<file path="config.mk">
export PLATFORM = sky130hd
export DESIGN_NAME = fpu_result_queue
export DESIGN_NICKNAME = d
export VERILOG_FILES = /design/src/rtl/fpu_flags.sv /design/src/rtl/fpu_result_fifo.sv /design/src/rtl/fpu_result_queue.sv
export SDC_FILE = /design/constraint.sdc
export NUM_CORES = 1
export LEC_CHECK = 0
export ABC_AREA = 0
export CAP_MARGIN = 20
export CORE_MARGIN = 1
export CORE_UTILIZATION = 54
export DETAILED_ROUTE_END_ITERATION = 10
export GPL_TIMING_DRIVEN = 0
export PLACE_DENSITY = 0.79
export SLEW_MARGIN = 20
export SYNTH_ARGS = -nofsm -noshare
export SYNTH_HDL_FRONTEND = slang
export SYNTH_SLANG_ARGS = --single-unit
</file>
<file path="constraint.sdc">
create_clock -name clk -period 2.5 [get_ports clk]
set_clock_uncertainty 0.05 [all_clocks]
set_input_delay 0.375 -clock clk [delete_from_list [all_inputs] [get_ports clk]]
set_output_delay 0.375 -clock clk [all_outputs]
set_load 0.02 [all_outputs]
</file>
<file path="src/rtl/fpu_flags.sv">
// Shared FPU exception-flag types and the queue entry layout.
package fpu_flags;

  localparam int FLAG_WIDTH = 5;

  typedef struct packed {
    logic invalid;
    logic div_by_zero;
    logic overflow;
    logic underflow;
    logic inexact;
  } flag_set;

  // One queue entry: the single-precision result and its exception flags.
  typedef struct packed {
    logic [31:0] result;
    flag_set     flags;
  } entry_t;

endpackage

</file>
<file path="src/rtl/fpu_result_fifo.sv">
// Circular storage for FPU results: array, read/write pointers and occupancy.
// The caller only pushes when there is room (or a pop frees a slot in the
// same cycle) and only pops when not empty.
module fpu_result_fifo
  import fpu_flags::*;
#(
  parameter int DEPTH = 4
) (
  input  logic                       clk,
  input  logic                       reset,
  input  logic                       push,
  input  logic                       pop,
  input  entry_t                     wdata,
  output entry_t                     rdata,
  output logic                       full,
  output logic                       empty,
  output logic [$clog2(DEPTH+1)-1:0] count
);

  localparam int PW = $clog2(DEPTH);
  localparam int CW = $clog2(DEPTH+1);

  logic [PW-1:0] wr_ptr_q, wr_ptr_d;
  logic [PW-1:0] rd_ptr_q, rd_ptr_d;
  logic [CW-1:0] count_q, count_d;
  entry_t        mem_q [DEPTH];

  // Next pointer/occupancy; pointers wrap naturally since DEPTH is a power of 2.
  always_comb begin
    wr_ptr_d = wr_ptr_q;
    rd_ptr_d = rd_ptr_q;
    count_d  = count_q;
    if (push) wr_ptr_d = wr_ptr_q + PW'(1);
    if (pop)  rd_ptr_d = rd_ptr_q + PW'(1);
    if (push && !pop)      count_d = count_q + CW'(1);
    else if (pop && !push) count_d = count_q - CW'(1);
  end

  // Control state; reset discards every entry at once.
  always_ff @(posedge clk or posedge reset) begin
    if (reset) begin
      wr_ptr_q <= '0;
      rd_ptr_q <= '0;
      count_q  <= '0;
    end else begin
      wr_ptr_q <= wr_ptr_d;
      rd_ptr_q <= rd_ptr_d;
      count_q  <= count_d;
    end
  end

  // Storage array is data only and is left unreset.
  always_ff @(posedge clk) begin
    if (push) mem_q[wr_ptr_q] <= wdata;
  end

  assign rdata = mem_q[rd_ptr_q];
  assign full  = (count_q == CW'(DEPTH));
  assign empty = (count_q == '0);
  assign count = count_q;

endmodule

</file>
<file path="src/rtl/fpu_result_queue.sv">
// Output buffer after the last FPU pipeline stage. Accepts the un-throttled
// result stream, presents it through ready/valid, and hands issue credits
// back so in-flight ops plus occupancy never exceed DEPTH.
// Optional feature: define FPU_RESULT_QUEUE_BYPASS_EN to forward a result
// straight to the output when the queue is empty (zero-latency path).
module fpu_result_queue
  import fpu_flags::*;
#(
  parameter int DEPTH = 4
) (
  input  logic                       clk,
  input  logic                       reset,
  input  logic                       issue_valid,
  output logic                       issue_ready,
  input  logic                       result_valid,
  input  logic [31:0]                result,
  input  flag_set                    result_flags,
  output logic                       out_valid,
  input  logic                       out_ready,
  output logic [31:0]                out_result,
  output flag_set                    out_flags,
  output logic [$clog2(DEPTH+1)-1:0] count,
  output logic                       protocol_error
);

  localparam int            CW      = $clog2(DEPTH+1);
  localparam logic [CW:0]   DEPTH_W = DEPTH;

  logic [CW-1:0] in_flight_q, in_flight_d;
  logic          err_q, err_d;
  logic [CW:0]   credit_sum;
  logic          issue_fire;
  logic          bypass_take;
  logic          fifo_push, fifo_pop, fifo_full, fifo_empty;
  logic [CW-1:0] fifo_count;
  entry_t        fifo_wdata, fifo_rdata;

  fpu_result_fifo #(.DEPTH(DEPTH)) u_fifo (
    .clk   (clk),
    .reset (reset),
    .push  (fifo_push),
    .pop   (fifo_pop),
    .wdata (fifo_wdata),
    .rdata (fifo_rdata),
    .full  (fifo_full),
    .empty (fifo_empty),
    .count (fifo_count)
  );

  assign fifo_wdata = '{result: result, flags: result_flags};

  // Credits: both terms are registers, so issue_ready has no input path.
  assign credit_sum  = {1'b0, in_flight_q} + {1'b0, fifo_count};
  assign issue_ready = (credit_sum < DEPTH_W);
  assign issue_fire  = issue_valid && issue_ready;

`ifdef FPU_RESULT_QUEUE_BYPASS_EN
  // Empty queue: the incoming result is visible immediately and, if taken,
  // never touches storage.
  assign bypass_take = fifo_empty && result_valid && out_ready;
  assign out_valid   = !fifo_empty || result_valid;
  assign out_result  = fifo_empty ? result       : fifo_rdata.result;
  assign out_flags   = fifo_empty ? result_flags : fifo_rdata.flags;
`else
  assign bypass_take = 1'b0;
  assign out_valid   = !fifo_empty;
  assign out_result  = fifo_rdata.result;
  assign out_flags   = fifo_rdata.flags;
`endif

  // A pop in the same cycle frees the slot a full-queue push needs.
  assign fifo_pop  = !fifo_empty && out_ready;
  assign fifo_push = result_valid && !bypass_take && (!fifo_full || fifo_pop);

  // In-flight accounting and sticky protocol checks.
  always_comb begin
    in_flight_d = in_flight_q;
    if (issue_fire && !result_valid)
      in_flight_d = in_flight_q + CW'(1);
    else if (!issue_fire && result_valid && (in_flight_q != '0))
      in_flight_d = in_flight_q - CW'(1);

    err_d = err_q;
    if (issue_valid && !issue_ready)             err_d = 1'b1;
    if (result_valid && fifo_full && !fifo_pop)  err_d = 1'b1;
    if (result_valid && (in_flight_q == '0))     err_d = 1'b1;
  end

  // Credit counter and error flag registers.
  always_ff @(posedge clk or posedge reset) begin
    if (reset) begin
      in_flight_q <= '0;
      err_q       <= 1'b0;
    end else begin
      in_flight_q <= in_flight_d;
      err_q       <= err_d;
    end
  end

  assign count          = fifo_count;
  assign protocol_error = err_q;

endmodule

</file>
# Yosys cells after proc, flatten, opt, wreduce, memory -nomap -nowiden
# Memory sizes are Yosys's and may differ from the RTL's.
# Index checks and enable logic that the tools add are counted.
# W data, S select, Z words.
[totals] in_bits=42 mem_count=1 ram_bits=148 out_inout_bits=43 ff_bits=11
[mem_list] memory="u_fifo.mem_q" words=4 width=37 rd=1 rd_clocked_by_memory_dff=0 write_ports=1 line="fpu_result_fifo.sv:26" rtl="entry_t mem_q [DEPTH];"
[classes] eq_ne=1 reduce_logical=26 n_addsub=7 mux=9 order_cmp=1
[op_table] cell="$logic_and A1 B1 Y1" n=12
[op_table] cell="$mux W3" n=4
[op_table] cell="$logic_not A1 Y1" n=7
[op_table] cell="$add A3 B1 Y3 const B" n=2
[op_table] cell="$logic_not A3 Y1" n=2
[op_table] cell="$reduce_bool A3 Y1" n=2
[op_table] cell="$sub A3 B1 Y3 const B" n=2
[op_table] cell="$mux W1" n=5
[op_table] cell="$add A2 B1 Y2 const B" n=2
[op_table] cell="$add A3 B3 Y4" n=1
[op_table] cell="$lt A4 B3 Y1 const B" n=1
[op_table] cell="$reduce_bool A2 Y1" n=2
[op_table] cell="$eq A3 B3 Y1 const B" n=1
[op_table] cell="$logic_or A1 B1 Y1" n=1

# Logic depth before layout (Yosys ltp)
[depth] word_depth=9 ltp_mapped=8 depth_no_buf=8

# Modules after synthesis
# From an unflattened synthesis, not the netlist that was laid out.
[unflattened] cells_unflattened=255 area_unflattened_um2=6024.5
[modules_own_cells] mod="fpu_result_fifo" area_each_um2=5728.0 seq_area_each_um2=4619.4 cells_per_inst=228 n_inst=1
[modules_own_cells] mod="fpu_result_queue" area_each_um2=296.5 seq_area_each_um2=100.1 cells_per_inst=27 n_inst=1

# Worst setup path after synthesis
# Ideal clock, no wire load.
[synth_timing] kind="register to register" from="reg u_fifo.count_q[2] (netlist: u_fifo.count[2])" to="mem u_fifo.mem_q[2][0] (netlist name), enable pin" setup_ps=398 stages_incl_launch_ff=4 path_slack_ps=127 t_required_ps=2052 arrival_ps=1926 cell_sequence="dfrtp_1 nor4b_1 nor2_1 and2_1"
[synth_via] elab_chain_cells=7
[synth_rtl] element="from (decl)" line="fpu_result_fifo.sv:25" rtl="logic [CW-1:0] count_q, count_d;"
[synth_rtl] element="from (signal assigned)" line="fpu_result_fifo.sv:48" rtl="count_q <= count_d;"
[synth_rtl] element="$logic_not A3 Y1" line="fpu_result_fifo.sv:59" rtl="assign empty = (count_q == '0);"
[synth_rtl] element="$logic_not A1 Y1" line="fpu_result_queue.sv:72" rtl="assign fifo_pop = !fifo_empty && out_ready;"
[synth_rtl] element="$logic_and A1 B1 Y1" line="fpu_result_queue.sv:72"
[synth_rtl] element="$logic_or A1 B1 Y1 (*)" line="fpu_result_queue.sv:73" rtl="assign fifo_push = result_valid && !bypass_take && (!fifo_full || fifo_pop);"
[synth_rtl] element="$logic_and A1 B1 Y1 (*)" line="fpu_result_queue.sv:73"
[synth_rtl] element="named net fifo_push" line="fpu_result_queue.sv:34" rtl="logic fifo_push, fifo_pop, fifo_full, fifo_empty;"
[synth_rtl] element="$mux W1 (*)" line="fpu_result_fifo.sv:54" rtl="if (push) mem_q[wr_ptr_q] <= wdata;"
[synth_rtl] element="$mux W1 (implied by the code) (*)" line="fpu_result_fifo.sv:54"
[synth_rtl] element="to (decl)" line="fpu_result_fifo.sv:26"
# Mark *: on every way through the listed nets, which the timed path passes. The rest lies on a longest branch.

==> key figures <==
Status
  – Status: finished clean

Die
  – Io pins: 85
  – Initial Util: between 50% and 60%
  – Die Ht: 108 um
  – Core area: roughly 11000 um2
  – DIE AREA: ~12000 um2
  – Die X: around 110 um
  – Site row count: 38

Setup path
  – Critical path startpoint category: register
  – Reg-to-Reg Start: u_fifo.count[0]
  – CP cell instances: buf_6 -> clkbuf_16 -> mux4_2 -> dlygate4sd2_1
  – CP endpoint kind: output pin
  – Reg2reg path depth: 8
  – Worst Path Max Fanout: 5
  – CP arrival: about 2 ns
  – R2R Path End: u_fifo.count[2]
  – Flop2flop setup slack: approximately 0.2 ns
  – Crit path required time: about 2.1 ns
  – Critical Path Slowest Stage Cell: mux4_2
  – Crit path kind: register to output pin
  – Worst stage delay on the critical path: around 0.48 ns

Routing
  – First-pass DRT Iterations: 4
  – Final ANT Viol Nets: 0
  – Via Count: 2863
  – DRT iter0 DRCs: ~140
  – Routed Wire Length: approximately 11 mm
  – Wire per inst: 20.8 um
  – Vias per inst: between 5 and 6
  – Drc violations: 0

Yosys
  – Synth Area per Inst: 23.9 um2
  – Yosys Warn Count: 0
  – Sequential element share of the synthesized area: approximately 78%
  – Cell Area, Synth: around 6000 um2
  – Gate Count Post-Synth: approximately 250
  – Synth cell types: 31
  – Post-Syn Nets: about 300
  – Yosys reg bits: around 160

Global routing
  – Grt met2 use: 32.7%
  – Total grt overflow: 0
  – Initial antenna violation count: 0
  – First-pass GRT wire length: between 15 and 20 mm
  – Busiest grt layer: met2
  – Gr usage total: between 10% and 20%
  – Vias in the first global route: ~3000
  – Largest net degree at the start of global routing: 23
  – Grt met1 use: between 20 and 25%
  – Met3 Use GR: 5.08%

Timing
  – Max Fclk: about 400 MHz
  – Fin. Hold Viols: 0
  – Rel. slew slack: roughly 60%
  – Final setup violation count: 0
  – Pins Over Slew Limit: 0
  – Final Cycle Share: a little under 100%
  – Worst-Margin Slew: ~0.6 ns
  – Final min period: between 2 and 2.5 ns

Clock tree
  – CTS tree: yes
  – Clk slew on worst S/H paths: roughly 0.06 ns
  – CTS Sinks: ~160
  – CTS Buffer Depth: 2
  – Clk Latency, worst-skew pair: approximately 0.51 ns
  – Root buffer cell: clkbuf_8
  – H-tree depth: 4
  – Hold_buf cts: 0
  – CTS Buf Count: 17

Placed design
  – GPL Wtd Cong: around 0.73
  – DPL Wire Length: 6.80 mm
  – IO Port Bufs: 84
  – Area post-placement: 7130 um2

Power and ir drop
  – Maximum vdd drop: roughly 0.77 mV
  – Leak: 2.84 nW
  – P per Cell Area: ~1300 nW/um2

Cells and area
  – ANT cells: 0
  – Share of cells above drive strength 1: ~28%
  – Syn-to-layout area delta: 30.4%
  – Final Instance Area: between 7000 and 8000 um2
  – Layout Utilization: between 70 and 80%
  – Filler Cells Inserted: roughly 660
  – Layout net count: approximately 420

Run
  – Number of max-cap violations: 0

Hold path
  – HP Class: input pin to asynchronous set/reset pin
==> area by class of cell <==
type,instances,area (um2),share of cell area [%]
flip-flops and latches,159,4720,60.2
multi-input cells,79,1220,15.6
repair buffers,94,1020,13.1
clock buffers,17,414,5.28
well taps,140,175,2.23
clock inverters,13,173,2.20
plain buffers,8,90.1,1.15
inverters,6,22.5,0.287
==> stage by stage <==
step / hold WS [ns] / TNS [ns] / std cells / setup WS [ns] / total power [mW]
3_3_place_gp: 0.412 / -144.66 / 476 / -0.988 / 7.21
6_report: 0.123 / 0 / 516 / 0.0433 / 9.85
4_1_cts: 0.112 / -4.12 / 511 / -0.227 / 9.84
3_5_place_dp: 0.405 / -10.25 / 480 / -0.162 / 7.40
2_1_floorplan: 0.177 / 0 / 252 / 0.127 / 5.89
5_1_grt: 0.152 / -0.0824 / 516 / -0.0160 / 10.3
==> worst max-delay path, delay by kind of cell (launching register included) <==
kind / cells / cell delay (ns)
flip-flops: 1 / 0.41
buffers and inverters: 3 / 0.63
multiplexers: 1 / 0.48
==> cell families after synthesis <==
kind of cell | count (synthesis) | share of synthesized area (%)
buffers and inverters | 14 | 1.31
adder cells (fa/ha/maj) | 9 | 2.12
AND/OR/NAND/NOR | 19 | 2.06
XOR/XNOR | 8 | 1.17
multiplexers | 40 | 14.5
AO/OA/AOI/OAI | 3 | 0.416
flip-flops | 159 | 78.5
==> repair_timing <==
action | 4_1_cts | 5_1_grt
resized for setup | 52 | 30
gates cloned | 0 | 2
setup endpoints to repair | 39 | 32
pin swaps | 0 | 0
buffers inserted | 1 | 3
==> worst max-delay path by stage <==
stage	cells past startpoint	slack [ns]	startpoint	end
final	4	0.04	u_fifo.rd_ptr_q[0]	out_flags[4]
after global routing	5	-0.02	u_fifo.rd_ptr_q[0]	out_result[27]
after CTS	3	-0.23	u_fifo.rd_ptr_q[0]	out_result[9]
after detailed placement	9	-0.16	out_ready	u_fifo.count[2]
after global placement	4	-0.99	out_ready	u_fifo.mem_q[2][20]
after floorplan	3	0.13	u_fifo.count[2]	u_fifo.mem_q[2][0]
==> synth_stat cells <==
library cell  number  area, um2
dfrtp_1           11        275
ha_1               7       87.6
o21ai_0            2       10.0
mux2_4             1       15.0
nand3_2            1       10.0
a311oi_2           1       15.0
mux4_2            37        833
clkbuf_1           1       3.75
and2_2             1       7.51
nor2_2             1       6.26
or3_2              1       7.51
xnor2_1            6       52.6
buf_4              2       15.0
xor2_1             2       17.5
nand3_1            1       5.00
mux2_2             1       11.3
inv_1              6       22.5
mux2i_1            1       10.0
nor2_1             2       7.51
and2_1             4       25.0
nand2_1            2       7.51
buf_6              2       22.5
nor4b_1            1       8.76
fa_1               2       40.0
nand2b_1           1       6.26
nand3b_1           1       7.51
edfxtp_1         148       4440
buf_2              3       15.0
nor3_1             1       5.00
nor3_2             1       10.0
and4_2             1       10.0
==> registers in the layout, summed over array words and instances, names as in the netlist <==
name,cells
protocol_error,1
u_fifo.wr_ptr_q,2
u_fifo.count,3
u_fifo.mem_q,148
u_fifo.rd_ptr_q,2
in_flight_q,3
==> cells in the final DEF (no fill, tap or decap), types with 2 or more instances in the layout <==
cell type,count
buf_6,3
ha_1,7
inv_1,6
buf_16,2
dlymetal6s2s_1,20
dfrtp_1,10
clkinv_1,3
clkbuf_16,18
and2_2,5
clkdlybuf4s50_1,45
xor2_1,2
clkinv_2,2
xnor2_1,6
nand2_1,2
nor2_2,2
bufinv_16,4
fa_1,2
mux4_2,37
buf_2,7
buf_12,4
dlygate4sd2_1,7
o21ai_0,2
clkdlybuf4s15_1,4
clkinvlp_4,3
buf_4,7
edfxtp_1,148
==> per-layer routing <==
metal	part of all wire, %	up-vias
met3	4.9	9
met2	54	81
met1	40	1502
li1	-	1271
met5	0	-
met4	1.0	0
==> power breakdown <==
part | internal (mW) | leakage (nW) | switching [mW]
logic | 1.78 | 1.08 | 1.81
clock network | 1.59 | 0.278 | 0.937
registers | 3.52 | 1.48 | 0.213
total | 6.89 | 2.84 | 2.96
Power figures use the tool's default switching activity.
